`config.mk`:
```
export PLATFORM = sky130hd
export DESIGN_NAME = usb_rx_packet_flat
export DESIGN_NICKNAME = d
export VERILOG_FILES = /design/src/rtl/usb_rx_packet_if.sv /design/src/rtl/usb_rx_packet.sv /design/src/flat_wrapper.sv
export SDC_FILE = /design/constraint.sdc
export NUM_CORES = 1
export LEC_CHECK = 0
export CORE_AREA = 5 5 124 126
export CTS_CLUSTER_SIZE = 40
export DETAILED_ROUTE_END_ITERATION = 8
export DIE_AREA = 0 0 129 131
export PLACE_DENSITY = 0.81
export RECOVER_POWER = 50
export SLEW_MARGIN = 25
export SYNTH_ARGS = -nofsm -noshare
export SYNTH_HDL_FRONTEND = slang
export SYNTH_SLANG_ARGS = --single-unit
```
`constraint.sdc`:
```
create_clock -name CLK_60M -period 6.37 [get_ports CLK_60M]
set_clock_uncertainty 0.2 [all_clocks]
set_input_delay 1.5925 -clock CLK_60M [delete_from_list [all_inputs] [get_ports CLK_60M]]
set_output_delay 1.5925 -clock CLK_60M [all_outputs]
set_load 0.005 [all_outputs]
```
`src/rtl/usb_rx_packet_if.sv`:
```
// Bundle of the ULPI receive stream and the packet-level results of usb_rx_packet.
// DEV_ADDR exists only when USB_RX_ADDR_FILTER_EN is defined.
interface usb_rx_packet_if;
    logic [7:0]  RX_DATA;
    logic        RX_STRB;
    logic        RX_END;
    logic        RX_FAIL;
`ifdef USB_RX_ADDR_FILTER_EN
    logic [6:0]  DEV_ADDR;
`endif
    logic [3:0]  PID;
    logic [6:0]  TOK_ADDR;
    logic [3:0]  TOK_ENDP;
    logic [10:0] FRAME_NUM;
    logic [7:0]  PAY_DATA;
    logic        PAY_STRB;
    logic [10:0] PAY_LEN;
    logic        PKT_DONE;
    logic        PKT_ERR;
    logic [2:0]  PKT_ERR_CODE;
    logic        BUSY;

`ifdef USB_RX_ADDR_FILTER_EN
    modport slave (
        input  RX_DATA, RX_STRB, RX_END, RX_FAIL, DEV_ADDR,
        output PID, TOK_ADDR, TOK_ENDP, FRAME_NUM, PAY_DATA, PAY_STRB,
               PAY_LEN, PKT_DONE, PKT_ERR, PKT_ERR_CODE, BUSY
    );
    modport master (
        output RX_DATA, RX_STRB, RX_END, RX_FAIL, DEV_ADDR,
        input  PID, TOK_ADDR, TOK_ENDP, FRAME_NUM, PAY_DATA, PAY_STRB,
               PAY_LEN, PKT_DONE, PKT_ERR, PKT_ERR_CODE, BUSY
    );
`else
    modport slave (
        input  RX_DATA, RX_STRB, RX_END, RX_FAIL,
        output PID, TOK_ADDR, TOK_ENDP, FRAME_NUM, PAY_DATA, PAY_STRB,
               PAY_LEN, PKT_DONE, PKT_ERR, PKT_ERR_CODE, BUSY
    );
    modport master (
        output RX_DATA, RX_STRB, RX_END, RX_FAIL,
        input  PID, TOK_ADDR, TOK_ENDP, FRAME_NUM, PAY_DATA, PAY_STRB,
               PAY_LEN, PKT_DONE, PKT_ERR, PKT_ERR_CODE, BUSY
    );
`endif
endinterface

```
`src/rtl/usb_rx_packet.sv`:
```
// USB packet receiver behind the ULPI PHY: PID/CRC5/CRC16 checking, token and SOF field
// extraction, CRC-stripped payload streaming. Optional macro: USB_RX_ADDR_FILTER_EN.
module usb_rx_packet #(
    parameter int MAX_PAYLOAD = 1023
) (
    input  logic           CLK_60M,
    input  logic           RST_A_USB,
    usb_rx_packet_if.slave bus
);

    localparam int CNT_W = $clog2(MAX_PAYLOAD + 4);
    localparam logic [CNT_W-1:0] CNT_TWO = CNT_W'(2);
    localparam logic [CNT_W-1:0] CNT_MAX = CNT_W'(MAX_PAYLOAD + 2);
    localparam logic [4:0]  CRC5_RES  = 5'b00110;
    localparam logic [15:0] CRC16_RES = 16'hB001;
    localparam logic [3:0]  PID_SOF   = 4'h5;
    localparam logic [2:0]  ERR_PID   = 3'd1;
    localparam logic [2:0]  ERR_CRC   = 3'd2;
    localparam logic [2:0]  ERR_LEN   = 3'd3;
    localparam logic [2:0]  ERR_PHY   = 3'd4;

    typedef enum logic [2:0] {
        S_IDLE, S_PID, S_TOKEN, S_DATA, S_HSK, S_DRAIN, S_DONE, S_ERR
    } state_t;

    typedef enum logic [1:0] {C_TOK, C_DATA, C_HSK, C_BAD} cls_t;

    function automatic cls_t pid_class(input logic [7:0] b);
        cls_t c;
        if (b[7:4] != ~b[3:0]) begin
            c = C_BAD;
        end else begin
            case (b[3:0])
                4'h1, 4'h9, 4'hD, 4'h5: c = C_TOK;
                4'h3, 4'hB, 4'h7, 4'hF: c = C_DATA;
                4'h2, 4'hA, 4'hE, 4'h6: c = C_HSK;
                default:                c = C_BAD;
            endcase
        end
        return c;
    endfunction

    function automatic logic [4:0] crc5_byte(input logic [4:0] crc, input logic [7:0] b);
        logic [4:0] c;
        c = crc;
        for (int i = 0; i < 8; i++) begin
            if (c[0] ^ b[i]) c = (c >> 1) ^ 5'h14;
            else             c = c >> 1;
        end
        return c;
    endfunction

    function automatic logic [15:0] crc16_byte(input logic [15:0] crc, input logic [7:0] b);
        logic [15:0] c;
        c = crc;
        for (int i = 0; i < 8; i++) begin
            if (c[0] ^ b[i]) c = (c >> 1) ^ 16'hA001;
            else             c = c >> 1;
        end
        return c;
    endfunction

    state_t           state_r, state_s;
    cls_t             cls_s;
    logic [2:0]       code_s, pend_code_r;
    logic [7:0]       pid_byte_r;
    logic [CNT_W-1:0] cnt_r, cnt_now_s;
    logic [4:0]       crc5_r, crc5_now_s;
    logic [15:0]      crc16_r, crc16_now_s;
    logic [7:0]       tok_b1_r, tok_b2_r, tok_hi_s;
    logic [10:0]      tok_field_s;
    logic [7:0]       dly0_r, dly1_r;
    logic             start_s, proc_s, addr_drop_s;

    logic [3:0]  pid_r, pid_s;
    logic [6:0]  tok_addr_r, tok_addr_s;
    logic [3:0]  tok_endp_r, tok_endp_s;
    logic [10:0] frame_r, frame_s;
    logic [7:0]  pay_data_r, pay_data_s;
    logic        pay_strb_r, pay_strb_s;
    logic [10:0] pay_len_r, pay_len_s;
    logic        done_r, done_s, err_r, err_s, busy_r, busy_s;
    logic [2:0]  err_code_r, err_code_s;

    // start_s: states in which an incoming strobe is the PID byte of a new packet
    assign start_s     = (state_r == S_IDLE) || (state_r == S_DONE) || (state_r == S_ERR);
    assign proc_s      = (state_r == S_PID) || (state_r == S_TOKEN) ||
                         (state_r == S_DATA) || (state_r == S_HSK);
    assign cnt_now_s   = cnt_r + CNT_W'(bus.RX_STRB);
    assign crc5_now_s  = bus.RX_STRB ? crc5_byte(crc5_r, bus.RX_DATA) : crc5_r;
    assign crc16_now_s = bus.RX_STRB ? crc16_byte(crc16_r, bus.RX_DATA) : crc16_r;
    assign tok_hi_s    = bus.RX_STRB ? bus.RX_DATA : tok_b2_r;
    assign tok_field_s = {tok_hi_s[2:0], tok_b1_r};

`ifdef USB_RX_ADDR_FILTER_EN
    assign addr_drop_s = (pid_byte_r[3:0] != PID_SOF) && (tok_field_s[6:0] != bus.DEV_ADDR);
`else
    assign addr_drop_s = 1'b0;
`endif

    // Effective packet class: in S_PID it comes from the latched PID byte
    always_comb begin
        case (state_r)
            S_PID:   cls_s = pid_class(pid_byte_r);
            S_TOKEN: cls_s = C_TOK;
            S_DATA:  cls_s = C_DATA;
            S_HSK:   cls_s = C_HSK;
            default: cls_s = C_BAD;
        endcase
    end

    // State register
    always_ff @(posedge CLK_60M or posedge RST_A_USB) begin
        if (RST_A_USB) state_r <= S_IDLE;
        else           state_r <= state_s;
    end

    // Next-state and error-code selection
    always_comb begin
        state_s = state_r;
        code_s  = pend_code_r;
        case (state_r)
            S_IDLE, S_DONE, S_ERR: begin
                if (bus.RX_STRB) begin
                    if (bus.RX_END) begin
                        // single-byte packet: only a handshake is complete
                        case (pid_class(bus.RX_DATA))
                            C_HSK:   state_s = S_DONE;
                            C_BAD:   begin state_s = S_ERR; code_s = ERR_PID; end
                            default: begin state_s = S_ERR; code_s = ERR_LEN; end
                        endcase
                    end else begin
                        state_s = S_PID;
                    end
                end else begin
                    state_s = S_IDLE;
                end
            end
            S_PID, S_TOKEN, S_DATA, S_HSK: begin
                if (bus.RX_FAIL) begin
                    state_s = S_ERR;
                    code_s  = ERR_PHY;
                end else begin
                    case (cls_s)
                        C_TOK: begin
                            if (bus.RX_END) begin
                                if (cnt_now_s != CNT_TWO) begin
                                    state_s = S_ERR; code_s = ERR_LEN;
                                end else if (crc5_now_s != CRC5_RES) begin
                                    state_s = S_ERR; code_s = ERR_CRC;
                                end else if (addr_drop_s) begin
                                    state_s = S_IDLE;
                                end else begin
                                    state_s = S_DONE;
                                end
                            end else if (bus.RX_STRB && (cnt_now_s > CNT_TWO)) begin
                                state_s = S_DRAIN; code_s = ERR_LEN;
                            end else begin
                                state_s = S_TOKEN;
                            end
                        end
                        C_DATA: begin
                            if (bus.RX_END) begin
                                if (cnt_now_s < CNT_TWO) begin
                                    state_s = S_ERR; code_s = ERR_LEN;
                                end else if (crc16_now_s != CRC16_RES) begin
                                    state_s = S_ERR; code_s = ERR_CRC;
                                end else begin
                                    state_s = S_DONE;
                                end
                            end else if (bus.RX_STRB && (cnt_now_s > CNT_MAX)) begin
                                state_s = S_DRAIN; code_s = ERR_LEN;
                            end else begin
                                state_s = S_DATA;
                            end
                        end
                        C_HSK: begin
                            if (bus.RX_STRB) begin
                                state_s = bus.RX_END ? S_ERR : S_DRAIN;
                                code_s  = ERR_LEN;
                            end else if (bus.RX_END) begin
                                state_s = S_DONE;
                            end else begin
                                state_s = S_HSK;
                            end
                        end
                        default: begin
                            state_s = bus.RX_END ? S_ERR : S_DRAIN;
                            code_s  = ERR_PID;
                        end
                    endcase
                end
            end
            S_DRAIN: begin
                if (bus.RX_FAIL) begin
                    state_s = S_ERR;
                    code_s  = ERR_PHY;
                end else if (bus.RX_END) begin
                    state_s = S_ERR;
                end else begin
                    state_s = S_DRAIN;
                end
            end
            default: state_s = S_IDLE;
        endcase
    end

    // Output next values, registered below
    always_comb begin
        pid_s      = pid_r;
        tok_addr_s = tok_addr_r;
        tok_endp_s = tok_endp_r;
        frame_s    = frame_r;
        pay_len_s  = pay_len_r;
        done_s     = (state_s == S_DONE);
        err_s      = (state_s == S_ERR);
        err_code_s = err_s ? code_s : err_code_r;
        busy_s     = (state_s == S_PID) || (state_s == S_TOKEN) || (state_s == S_DATA) ||
                     (state_s == S_HSK) || (state_s == S_DRAIN);
        if (done_s || err_s) begin
            pid_s = start_s ? bus.RX_DATA[3:0] : pid_byte_r[3:0];
        end else begin
            pid_s = pid_r;
        end
        if (done_s && proc_s && (cls_s == C_TOK)) begin
            if (pid_byte_r[3:0] == PID_SOF) begin
                frame_s = tok_field_s;
            end else begin
                tok_addr_s = tok_field_s[6:0];
                tok_endp_s = tok_field_s[10:7];
            end
        end else begin
            frame_s = frame_r;
        end
        if (done_s) begin
            pay_len_s = (proc_s && (cls_s == C_DATA)) ? 11'(cnt_now_s - CNT_TWO) : 11'd0;
        end else begin
            pay_len_s = pay_len_r;
        end
        // a payload byte leaves the delay line once two newer bytes sit behind it
        pay_strb_s = proc_s && (cls_s == C_DATA) && bus.RX_STRB && !bus.RX_FAIL &&
                     (cnt_r >= CNT_TWO);
        pay_data_s = pay_strb_s ? dly0_r : pay_data_r;
    end

    // Output registers
    always_ff @(posedge CLK_60M or posedge RST_A_USB) begin
        if (RST_A_USB) begin
            pid_r      <= 4'd0;
            tok_addr_r <= 7'd0;
            tok_endp_r <= 4'd0;
            frame_r    <= 11'd0;
            pay_data_r <= 8'd0;
            pay_strb_r <= 1'b0;
            pay_len_r  <= 11'd0;
            done_r     <= 1'b0;
            err_r      <= 1'b0;
            err_code_r <= 3'd0;
            busy_r     <= 1'b0;
        end else begin
            pid_r      <= pid_s;
            tok_addr_r <= tok_addr_s;
            tok_endp_r <= tok_endp_s;
            frame_r    <= frame_s;
            pay_data_r <= pay_data_s;
            pay_strb_r <= pay_strb_s;
            pay_len_r  <= pay_len_s;
            done_r     <= done_s;
            err_r      <= err_s;
            err_code_r <= err_code_s;
            busy_r     <= busy_s;
        end
    end

    // Packet datapath: PID latch, byte count, running CRCs, token bytes, CRC-strip delay line
    always_ff @(posedge CLK_60M or posedge RST_A_USB) begin
        if (RST_A_USB) begin
            pend_code_r <= 3'd0;
            pid_byte_r  <= 8'd0;
            cnt_r       <= '0;
            crc5_r      <= 5'h1F;
            crc16_r     <= 16'hFFFF;
            tok_b1_r    <= 8'd0;
            tok_b2_r    <= 8'd0;
            dly0_r      <= 8'd0;
            dly1_r      <= 8'd0;
        end else begin
            pend_code_r <= code_s;
            if (start_s && bus.RX_STRB) begin
                pid_byte_r <= bus.RX_DATA;
                cnt_r      <= '0;
                crc5_r     <= 5'h1F;
                crc16_r    <= 16'hFFFF;
            end else if (proc_s && bus.RX_STRB) begin
                cnt_r   <= cnt_now_s;
                crc5_r  <= crc5_now_s;
                crc16_r <= crc16_now_s;
                dly0_r  <= dly1_r;
                dly1_r  <= bus.RX_DATA;
                if (cnt_r == '0)          tok_b1_r <= bus.RX_DATA;
                else if (cnt_r == CNT_W'(1)) tok_b2_r <= bus.RX_DATA;
                else                      tok_b2_r <= tok_b2_r;
            end else begin
                cnt_r <= cnt_r;
            end
        end
    end

    assign bus.PID          = pid_r;
    assign bus.TOK_ADDR     = tok_addr_r;
    assign bus.TOK_ENDP     = tok_endp_r;
    assign bus.FRAME_NUM    = frame_r;
    assign bus.PAY_DATA     = pay_data_r;
    assign bus.PAY_STRB     = pay_strb_r;
    assign bus.PAY_LEN      = pay_len_r;
    assign bus.PKT_DONE     = done_r;
    assign bus.PKT_ERR      = err_r;
    assign bus.PKT_ERR_CODE = err_code_r;
    assign bus.BUSY         = busy_r;

endmodule

```
`src/flat_wrapper.sv`:
```
// flat-port wrapper written by rule: the top's interface ports become plain ports
module usb_rx_packet_flat 
#(
    parameter int MAX_PAYLOAD = 1023
)
  (CLK_60M, RST_A_USB, bus_RX_DATA, bus_RX_STRB, bus_RX_END, bus_RX_FAIL, bus_PID, bus_TOK_ADDR, bus_TOK_ENDP, bus_FRAME_NUM, bus_PAY_DATA, bus_PAY_STRB, bus_PAY_LEN, bus_PKT_DONE, bus_PKT_ERR, bus_PKT_ERR_CODE, bus_BUSY);
  usb_rx_packet_if bus_i ();
  input  logic CLK_60M;
  input  logic RST_A_USB;
  input wire logic [$bits(bus_i.RX_DATA)-1:0] bus_RX_DATA;
  input wire logic [$bits(bus_i.RX_STRB)-1:0] bus_RX_STRB;
  input wire logic [$bits(bus_i.RX_END)-1:0] bus_RX_END;
  input wire logic [$bits(bus_i.RX_FAIL)-1:0] bus_RX_FAIL;
  output wire logic [$bits(bus_i.PID)-1:0] bus_PID;
  output wire logic [$bits(bus_i.TOK_ADDR)-1:0] bus_TOK_ADDR;
  output wire logic [$bits(bus_i.TOK_ENDP)-1:0] bus_TOK_ENDP;
  output wire logic [$bits(bus_i.FRAME_NUM)-1:0] bus_FRAME_NUM;
  output wire logic [$bits(bus_i.PAY_DATA)-1:0] bus_PAY_DATA;
  output wire logic [$bits(bus_i.PAY_STRB)-1:0] bus_PAY_STRB;
  output wire logic [$bits(bus_i.PAY_LEN)-1:0] bus_PAY_LEN;
  output wire logic [$bits(bus_i.PKT_DONE)-1:0] bus_PKT_DONE;
  output wire logic [$bits(bus_i.PKT_ERR)-1:0] bus_PKT_ERR;
  output wire logic [$bits(bus_i.PKT_ERR_CODE)-1:0] bus_PKT_ERR_CODE;
  output wire logic [$bits(bus_i.BUSY)-1:0] bus_BUSY;
  assign bus_i.RX_DATA = bus_RX_DATA;
  assign bus_i.RX_STRB = bus_RX_STRB;
  assign bus_i.RX_END = bus_RX_END;
  assign bus_i.RX_FAIL = bus_RX_FAIL;
  assign bus_PID = bus_i.PID;
  assign bus_TOK_ADDR = bus_i.TOK_ADDR;
  assign bus_TOK_ENDP = bus_i.TOK_ENDP;
  assign bus_FRAME_NUM = bus_i.FRAME_NUM;
  assign bus_PAY_DATA = bus_i.PAY_DATA;
  assign bus_PAY_STRB = bus_i.PAY_STRB;
  assign bus_PAY_LEN = bus_i.PAY_LEN;
  assign bus_PKT_DONE = bus_i.PKT_DONE;
  assign bus_PKT_ERR = bus_i.PKT_ERR;
  assign bus_PKT_ERR_CODE = bus_i.PKT_ERR_CODE;
  assign bus_BUSY = bus_i.BUSY;
  usb_rx_packet #(.MAX_PAYLOAD(MAX_PAYLOAD)) u_core (.CLK_60M(CLK_60M), .RST_A_USB(RST_A_USB), .bus(bus_i));
endmodule
```
# Word-level counts from Yosys, hierarchy flattened
# Memories as Yosys holds them, arrays and structs flattened.
# Index checks and enable logic that the tools add are counted.
[op_classes]
magnitude_cmp = 4
muxes = 67
eq_ne = 25
addsub = 2
bitwise_logic = 37
n_reduce_logical = 32
[ops]
columns = ["op", "n"]
rows = [
  ["16-bit 2-to-1 mux", 11],
  ["3-bit 2-to-1 mux", 25],
  ["5-bit 2-to-1 mux", 11],
  ["3-bit case mux with 3 select lines", 4],
  ["11-bit 2-to-1 mux", 3],
  ["3-bit == test, second input constant", 8],
  ["2-bit NOT with 3-bit output", 8],
  ["16-bit != test, second input constant", 1],
  ["1-bit NOT with 2-bit output", 8],
  ["1-bit bitwise XOR", 16],
  ["2-bit 2-to-1 mux", 7],
  ["3-bit by 2-bit == test with 1-bit output, second input constant", 4],
  ["11-bit by 1-bit adder with 11-bit output", 1],
  ["11-bit by 1-bit == test with 1-bit output, second input constant", 1],
  ["11-bit by 2-bit greater-or-equal comparator with 1-bit output, second input constant", 1],
  ["11-bit greater-than comparator, second input constant", 1],
  ["11-bit by 2-bit greater-than comparator with 1-bit output, second input constant", 1],
  ["11-bit logical NOT", 1],
  ["11-bit by 2-bit < comparator with 1-bit output, second input constant", 1],
  ["11-bit by 2-bit != test with 1-bit output, second input constant", 1],
  ["11-bit by 2-bit subtractor with 11-bit output, second input constant", 1],
  ["1-bit logical AND", 10],
  ["1-bit logical OR", 10],
  ["4-bit != test", 2],
  ["other kinds (20)", 30],
]
[word_totals]
inputBits = 13
rom_bits = 64
word_cells = 190
n_memories = 2
out_inout_bits = 52
ff_bits = 125
[mem_list]
columns = ["name", "words", "width", "rd", "rd_ports_with_merged_regs", "write_ports", "line_no", "source"]
rows = [
  ["(name not given)", 16, 2, 1, 0, 0, "usb_rx_packet.sv:33", "case (b[3:0])"],
  ["(name not given)", 16, 2, 1, 0, 0, "usb_rx_packet.sv:33", ""],
]

# Depth between registers and ports, before layout
# Gate-level depths: netlist (run 1).
[depth]
ltp_word = 29
mapped_depth = 12
mapped_depth_nobuf = 12

# Worst setup path before layout (run 1)
# No wires, ideal clock.
[synth_path]
kind = "input port to flip-flop"
startpoint = "input bus_RX_STRB"
endpoint = "register u_core.frame_r[0], in the netlist u_core.bus.FRAME_NUM[0]"
required_time_ns = 6.045
cell_stages = 12
arrival_time_ns = 4.182
path_slack_ns = 1.863
setup_time_ns = 0.125
cell_sequence = "ha_1 -> ha_1 -> and3_1 -> buf_4 -> nor3_1 -> a31oi_2 -> o41ai_2 -> nor4_4 -> a21o_1 -> o211ai_2 -> buf_6 -> mux2_4"
[synth_via]
elab_chain_cells = 12
elab_cells_between_ends = 28
cone_classes = "add/sub (1); order compare (3); eq/ne (4); mux (15); reduce/logical (5)"
[synth_lines]
columns = ["item", "line_no", "source"]
rows = [
  ["start: declaration", "flat_wrapper.sv:11", "input wire logic [$bits(bus_i.RX_STRB)-1:0] bus_RX_STRB;"],
  ["11-bit by 1-bit adder with 11-bit output, or another cell as far along", "usb_rx_packet.sv:89", "assign cnt_now_s = cnt_r + CNT_W'(bus.RX_STRB);"],
  ["11-bit by 2-bit greater-than comparator with 1-bit output, or another cell as far along", "usb_rx_packet.sv:156", "end else if (bus.RX_STRB && (cnt_now_s > CNT_TWO)) begin"],
  ["1-bit logical AND, or another cell as far along", "usb_rx_packet.sv:156", ""],
  ["3-bit 2-to-1 mux, on equally long branches", "n/a", ""],
  ["3-bit 2-to-1 mux, on equally long branches", "usb_rx_packet.sv:146, usb_rx_packet.sv:163", ""],
  ["3-bit case mux with 3 select lines", "usb_rx_packet.sv:144", "case (cls_s)"],
  ["3-bit 2-to-1 mux", "usb_rx_packet.sv:140", "if (bus.RX_FAIL) begin"],
  ["3-bit case mux with 3 select lines (*)", "usb_rx_packet.sv:122", "case (state_r)"],
  ["3-bit == test (*)", "usb_rx_packet.sv:215", "done_s = (state_s == S_DONE);"],
  ["1-bit logical AND (*) (2 in a row)", "usb_rx_packet.sv:225", "if (done_s && proc_s && (cls_s == C_TOK)) begin"],
  ["2-bit AND reduction (no line) (*)", "n/a", ""],
  ["end signal: assignment", "usb_rx_packet.sv:264", "frame_r <= frame_s;"],
  ["end: declaration", "usb_rx_packet.sv:78", "logic [10:0] frame_r, frame_s;"],
]
# Every way passes the cells marked *; elsewhere a longest branch is shown, timed or not.
# A chain may end at the register's enable or synchronous reset.

# Worst setup path in the final report (run 1)
[layout_path]
startpoint = "input bus_RX_STRB"
endpoint = "register u_core.pay_len_r[6], in the netlist u_core.bus.PAY_LEN[6]"
[layout_via]
elab_chain_cells = 9
elab_cells_between_ends = 27
cone_classes = "add/sub (2); order compare (3); eq/ne (4); mux (16); reduce/logical (2)"
[layout_lines]
columns = ["item", "line_no", "source"]
rows = [
  ["11-bit by 1-bit adder with 11-bit output, or another cell as far along", "usb_rx_packet.sv:89", ""],
  ["11-bit by 2-bit greater-than comparator with 1-bit output, or another cell as far along", "usb_rx_packet.sv:156", ""],
  ["1-bit logical AND, or another cell as far along", "usb_rx_packet.sv:156", ""],
  ["3-bit 2-to-1 mux, on equally long branches", "n/a", ""],
  ["3-bit 2-to-1 mux, on equally long branches", "usb_rx_packet.sv:146, usb_rx_packet.sv:163", ""],
  ["3-bit case mux with 3 select lines", "usb_rx_packet.sv:144", ""],
  ["3-bit 2-to-1 mux", "usb_rx_packet.sv:140", ""],
  ["3-bit case mux with 3 select lines", "usb_rx_packet.sv:122", ""],
  ["3-bit == test", "usb_rx_packet.sv:215", ""],
  ["end signal: assignment", "usb_rx_packet.sv:267", "pay_len_r <= pay_len_s;"],
  ["end: declaration", "usb_rx_packet.sv:81", "logic [10:0] pay_len_r, pay_len_s;"],
]
# Several ways; a longest one is shown, not always the timed one.

==> results.json, run 1 <==
{
  "status": "complete, but fails checks",
  "violations": "max-capacitance violations, max-slew violations",
  "cts-resized-gates": 0,
  "ys_seq_elements": 125,
  "rows": 44,
  "path_cells": "clkdlybuf4s50_1 -> clkbuf_1 -> nand2_1 -> a2111oi_0 -> a311o_1 -> nand3_1 -> nor4_4 -> nand2_1 -> a311oi_2 -> buf_4 -> o22ai_1",
  "seq_area_um2": 3150,
  "crit_buf_inv": 3,
  "grt_overflow": 0,
  "critPathMaxStageDelay_ns": 1.09,
  "syn_area_per_cell_um2": 10.6,
  "crit_required_ns": 6.44,
  "drtPass1Iterations": 5,
  "area_growth_pct": 19.1,
  "grtUsageMet2_pct": 33.1,
  "initial_core_util_pct": 48.9,
  "netlist_top_cells_area": "dfrtp_1, dfstp_2, nand2_1",
  "grt_first_pass_wirelength_um": 27800,
  "gp_congestion": 0.890,
  "end_kind": "register",
  "num_io_pins": 65,
  "coreArea_um2": 14200,
  "grt_usage_pct": 21.2,
  "hold_viol_final": 0,
  "drt_iter0_markers": 489,
  "seq_power_share_pct": 33.8,
  "drc": 0,
  "switching_share_pct": 36.7,
  "syn-num-nets": 679,
  "ys_warn_count": 0,
  "fin_crit_sh_pct": 88.2,
  "grt_util_met3_pct": 5.16,
  "cts_setup_buffers": 0,
  "drive_above_1_share_pct": 19.8,
  "fin_crit_ns": 5.62,
  "cts_buffers": 17,
  "nNetsFinal": 732,
  "routed_wirelength_um": 17200,
  "ir_drop_mv": 0.267,
  "drt-vias-per-instance": 5.81,
  "setup_violations": 0,
  "cts_root_buffer": "clkbuf_16",
  "dr_total_vias": 5276,
  "use_met1_pct": 29.2,
  "cts_hold_buf": 0,
  "startpoint_type": "input port",
  "leakagePower_nw": 3.69,
  "rsz0062_at_grt": "no",
  "synth_top_cell_by_area": "dfrtp_1",
  "netlist_area_um2": 6950,
  "die_h_um": 131,
  "dieWidth_um": 129,
  "holdWs_ns": 0.270,
  "worst_pin_slew_ns": 2.28,
  "cts_tree": "yes",
  "path_class": "input port to register",
  "synth_top_area_share_pct": 37.5,
  "fillCellCount": 1186,
  "diodes": 0,
  "htree_levels": 4,
  "tns_ns": 0,
  "clk_pin_slew_ns": 0.05,
  "cp.arrival_ns": 5.69,
  "synth_ff_type": "dfrtp_1",
  "drv_cap": 1,
  "antenna_found_initial": 0,
  "hold_path_class": "register to register",
  "synth-edff-count": 0,
  "power.share.clock_pct": 24.2,
  "dp_hpwl_um": 12000,
  "cts.sink_count": 125,
  "ys_types": 81,
  "slowest_stage": "clkbuf_1",
  "clock.fmax_mhz": 178,
  "dieArea_um2": 16900,
  "slew-limit-headroom_pct": -51.9,
  "multi_input_area_um2": 3490,
  "switchingPower_mw": 1.47,
  "grt_max_degree": 54,
  "wl_per_cell_um": 18.9,
  "internal-power_mw": 2.54,
  "p_per_area_nw_per_um2": 485,
  "maxSlewViolCount": 45,
  "grt-busiest-layer": "met2",
  "syn_inst": 658,
  "cts_buffer_depth": 2,
  "cpMostUsedCell": "nand2_1",
  "pwr-share-comb_pct": 42.0,
  "clk_latency_ns": 0.43,
  "ys_async_sr_fraction_pct": 100,
  "critPathTopFamily": "buffers and inverters",
  "seq_area_frac_synth_pct": 45.4,
  "antenna_left": 0,
  "grt_pass1_vias": 5274,
  "cp_max_fo": 30,
  "io_buffer_count": 64
}
cell usage in the layout (no fill, tap or decap), drive strengths merged, types with 8 or more instances in the layout:
| cell | count |
|---|---|
| nor3 | 16 |
| mux2 | 52 |
| clkbuf | 23 |
| ha | 8 |
| o21ai | 25 |
| clkdlybuf4s50 | 43 |
| dfrtp | 104 |
| inv | 25 |
| xnor2 | 36 |
| dlygate4sd3 | 21 |
| xor2 | 16 |
| nand2 | 94 |
| a31oi | 10 |
| nor2 | 42 |
| o22a | 12 |
| a21oi | 31 |
| dfstp | 21 |
| o22ai | 12 |
| buf | 9 |
final cells by class:
type / instances / area share [%]
tap: 184 / 2.78
sequential: 125 / 38.1
timing repair buffer: 76 / 8.69
multi-input combinational: 467 / 42.1
clock buffer: 20 / 5.52
clock inverter: 12 / 1.66
inverter: 24 / 1.10
worst paths after layout:
kind | startpoint | slack (ns) | to | depth (start not counted)
worst max-delay path | bus_RX_STRB | 0.75 | u_core.bus.PAY_LEN[6]$_DFFE_PP0N_ | 11
worst min register to register | u_core.dly0_r[6]$_DFFE_PP0P_ | 0.27 | u_core.dly0_r[6]$_DFFE_PP0P_ | 2
worst max register to register | u_core.cnt_r[0]$_DFFE_PP0P_ | 2.27 | u_core.bus.TOK_ENDP[3]$_DFFE_PP0P_ | 10
min in group asynchronous | RST_A_USB | 1.70 | u_core.cnt_r[8]$_DFFE_PP0P_ | 2
worst min-delay path | u_core.dly0_r[6]$_DFFE_PP0P_ | 0.27 | u_core.dly0_r[6]$_DFFE_PP0P_ | 2
max in group asynchronous | RST_A_USB | 1.62 | u_core.dly1_r[3]$_DFFE_PP0P_ | 3
synth_stat cells (6+ instances only):
master and instances:
nand2_1 94, o22a_1 12, dfrtp_1 104, mux2i_1 7
xnor2_1 30, buf_4 7, o22ai_1 12, mux2_2 29
and2_1 6, o21ai_0 22, xnor3_1 6, dfstp_2 21
nand3_1 6, a21oi_1 31, inv_1 24, xor2_1 13
nor2_1 42, a31oi_1 9, clkbuf_1 23, ha_1 8
mux2_4 20, buf_2 9, nor3_1 16
state kept, by name, summed over array words and instances, names as in the netlist, 4 cells and up:
signal / cells
u_core.bus.PAY_LEN: 11
u_core.tok_b1_r: 8
u_core.bus.TOK_ENDP: 4
u_core.bus.PAY_DATA: 8
u_core.bus.PID: 4
u_core.cnt_r: 11
u_core.bus.TOK_ADDR: 7
u_core.pid_byte_r: 8
u_core.crc5_r: 5
u_core.crc16_r: 16
u_core.dly1_r: 8
u_core.dly0_r: 8
u_core.bus.FRAME_NUM: 11
power groups by stage:
stage	Sequential, mW	Clock [mW]	Combinational, mW
after floorplan	1.28	0	1.24
after global placement	1.34	0	1.63
after detailed placement	1.36	0	1.68
after CTS	1.35	0.978	1.69
after global routing	1.39	1.01	1.83
final	1.36	0.970	1.69
worst reg2reg max path, delay by kind of cell (launching register included):
| kind | cells | cell delay (ns) |
|---|---|---|
| AO/OA/AOI/OAI | 3 | 1.39 |
| AND/OR/NAND/NOR | 4 | 0.91 |
| adder cells (fa/ha/maj) | 2 | 0.63 |
| flip-flops | 1 | 0.43 |
| multiplexers | 1 | 0.41 |
metal layers:
layer	wire [um]	up-vias
met4	295	0
met1	7650	2632
met5	0	-
met2	8200	190
met3	1050	31
li1	-	2423
through the flow:
step           cells  cell area, um2  setup slack [ns]  util, %  power, mW
5_1_grt          908            8280             0.470     58.3       4.24
3_5_place_dp     876            7690             0.598     54.2       3.04
2_1_floorplan    658            6950              1.28        -       2.52
3_3_place_gp     876            7690             0.744     54.2       2.97
6_report         908            8280             0.749     58.3       4.01
4_1_cts          908            8290              1.05     58.4       4.02
cells by family (layout without fill, tap and decap cells):
| family | Yosys count | after routing | synth area share, % |
|---|---|---|---|
| and+or+nand+nor | 205 | 205 | 14.0 |
| AOI/OAI and AO/OA | 136 | 136 | 14.2 |
| DFF | 125 | 125 | 45.4 |
| buffers and inverters | 66 | 132 | 4.43 |
| xor gates and xnor gates | 59 | 59 | 9.98 |
| muxes | 59 | 59 | 10.5 |
| adders and majority gates | 8 | 8 | 1.44 |
Power figures use the tool's default switching activity.
==> run 2: changes to the inputs <==
Settings changed: CORE_AREA 5 5 124 126 to 10 10 147 149, DIE_AREA 0 0 129 131 to 0 0 157 159, PLACE_DENSITY 0.81 to 0.67.
==> run 2 against run 1 <==
Net effect:
- the flow still finishes with violations (max-capacitance violations, max-slew violations)
- sequential power about the same
- via count down 3.1%
- sequential share of layout area down 0.25 points
- combinational power down 2%
- register-to-register slack worse by 0.03 ns
- maximum frequency up 3.8%
- die area up 48%
- critical endpoint is now u_core.bus.FRAME_NUM[10]$_DFFE_PP0P_
==> results.json, run 2 (synthesized netlist as in run 1, its figures left out) <==
{
  "slew-limit-headroom_pct": -128,
  "rsz0062_at_grt": "no",
  "end_kind": "register",
  "hold_path_class": "register to register",
  "drive_above_1_share_pct": 19.9,
  "rrSetupSlack_ns": 2.24,
  "cts_tree": "yes",
  "cts_setup_buffers": 0,
  "coreArea_um2": 18600,
  "rows": 50,
  "drc": 0,
  "cp_max_fo": 11,
  "crit_buf_inv": 1,
  "timing.rr.start": "u_core.cnt_r[0]$_DFFE_PP0P_",
  "cpMostUsedCell": "ha_1",
  "place_area_um2": 7740,
  "cts.sink_count": 125,
  "dieWidth_um": 157,
  "cts-resized-gates": 0,
  "crit_required_ns": 6.48,
  "grt_overflow": 0,
  "dieArea_um2": 25000,
  "cts_buffers": 17,
  "tns_ns": 0,
  "pre_cts_ws_ns": 0.515,
  "setup_violations": 0,
  "endpoint": "u_core.bus.FRAME_NUM[10]$_DFFE_PP0P_",
  "p_per_area_nw_per_um2": 478,
  "layout_common_cells": "dfrtp_1, nand2_1, nor2_1",
  "regMostFlops": "u_core.crc16_r",
  "clk_pin_slew_ns": 0.06,
  "drt_iter0_markers": 409,
  "htree_levels": 4,
  "clock.fmax_mhz": 185,
  "clk_latency_ns": 0.43,
  "initial_core_util_pct": 37.4,
  "drt-vias-per-instance": 5.35,
  "fin_crit_sh_pct": 85.0,
  "grt_first_pass_wirelength_um": 27700,
  "startpoint_type": "input port",
  "fin_ws_ns": 0.953,
  "num_io_pins": 65,
  "cts_hold_buf": 0,
  "gp_congestion": 0.877,
  "maxSlewViolCount": 82,
  "cts_buffer_depth": 2,
  "cts_root_buffer": "clkbuf_16",
  "dp_hpwl_um": 12200,
  "violations": "max-capacitance violations, max-slew violations",
  "regToRegEndpoint": "u_core.bus.FRAME_NUM[10]$_DFFE_PP0P_",
  "largest_reg_flops": 16,
  "wl_per_cell_um": 17.8,
  "fin_area_um2": 8330,
  "p_total_mw": 3.98,
  "status": "complete, but fails checks",
  "reg2regPathDepth": 10,
  "nNetsFinal": 730,
  "leakagePower_nw": 3.70,
  "grt_max_degree": 82,
  "antenna_left": 0,
  "drv_cap": 1,
  "worst_pin_slew_ns": 3.41,
  "grt_pass1_vias": 4950,
  "slowest_stage": "o211ai_2",
  "antenna_found_initial": 0,
  "io_buffer_count": 64,
  "die_h_um": 159,
  "ir_drop_mv": 0.262,
  "drtPass1Iterations": 5,
  "grt_usage_pct": 13.9,
  "diodes": 0,
  "dr_total_vias": 5110,
  "critPathMaxStageDelay_ns": 0.78,
  "path_cells": "clkdlybuf4s50_1 -> ha_1 -> ha_1 -> and3_1 -> nand3_1 -> a32oi_2 -> nor4_2 -> nor3b_2 -> o211a_1 -> o211ai_2 -> mux2_1",
  "critPathTopFamily": "compound AO/OA/AOI/OAI gates",
  "cp.arrival_ns": 5.53,
  "layout_commonest_cell": "dfrtp_1",
  "fin_crit_ns": 5.42,
  "startpoint": "bus_RX_STRB",
  "area_growth_pct": 19.9,
  "path_class": "input port to register",
  "cp.depth": 11,
  "hold_viol_final": 0,
  "routed_wirelength_um": 17000
}
[run 2: changes by cell type in the layout (fill, tap and decap cells not counted), sizes merged]
cell | before | now
inv | 25 | 34
clkdlybuf4s50 | 43 | 37
dlygate4sd3 | 21 | 27
clkinv | 6 | 1
clkbuf | 23 | 19
buf | 9 | 8
bufinv | 2 | 1
[run 2: power breakdown]
part	internal [mW]	switching (mW)
Sequential	1.11	0.243
Clock	0.559	0.419
Combinational	0.828	0.825
[run 2: routing by layer]
metal | up-vias | share of wire, % | routed length, um | global-route usage (%)
met5 | - | 0 | 0 | 0
met4 | 0 | 2.4 | 401 | 5.97
met3 | 32 | 6.0 | 1020 | 3.78
met1 | 2510 | 47 | 7920 | 18.7
met2 | 151 | 45 | 7680 | 20.4
li1 | 2417 | - | - | -
[run 2: cell type report]
type,instances,area [um2]
Fill cell,1781,10200
Multi-Input combinational cell,467,3490
Sequential cell,125,3150
Timing Repair Buffer,74,708
Clock buffer,17,425
Tap cell,234,293
Clock inverter,15,170
Inverter,24,91.3
[run 2: through the flow]
stage               utilization [%]  instances  hold slack (ns)
detailed placement             41.7        924            0.255
CTS                            44.9        956            0.270
finish                         44.8        956            0.268
global route                   44.8        956            0.292
global placement               41.7        924            0.247
floorplan                         -        658            0.239
[run 2: worst min-delay path: stages (launching register included)]
cell     delay [ns]
dfrtp_1        0.34
nand2_1        0.05
nand2_1        0.05
[run 2: worst min-delay path by stage]
stage                                             from                            to  slack (ns)  cells after the start
final                     u_core.dly0_r[5]$_DFFE_PP0P_  u_core.dly0_r[5]$_DFFE_PP0P_        0.27                      2
after global routing      u_core.dly1_r[7]$_DFFE_PP0P_  u_core.dly1_r[7]$_DFFE_PP0P_        0.29                      2
after CTS                 u_core.dly1_r[5]$_DFFE_PP0P_  u_core.dly0_r[5]$_DFFE_PP0P_        0.27                      2
after detailed placement  u_core.dly1_r[5]$_DFFE_PP0P_  u_core.dly0_r[5]$_DFFE_PP0P_        0.25                      2
after global placement    u_core.dly1_r[1]$_DFFE_PP0P_  u_core.dly0_r[1]$_DFFE_PP0P_        0.25                      2
after floorplan           u_core.dly1_r[0]$_DFFE_PP0P_  u_core.dly0_r[0]$_DFFE_PP0P_        0.24                      2
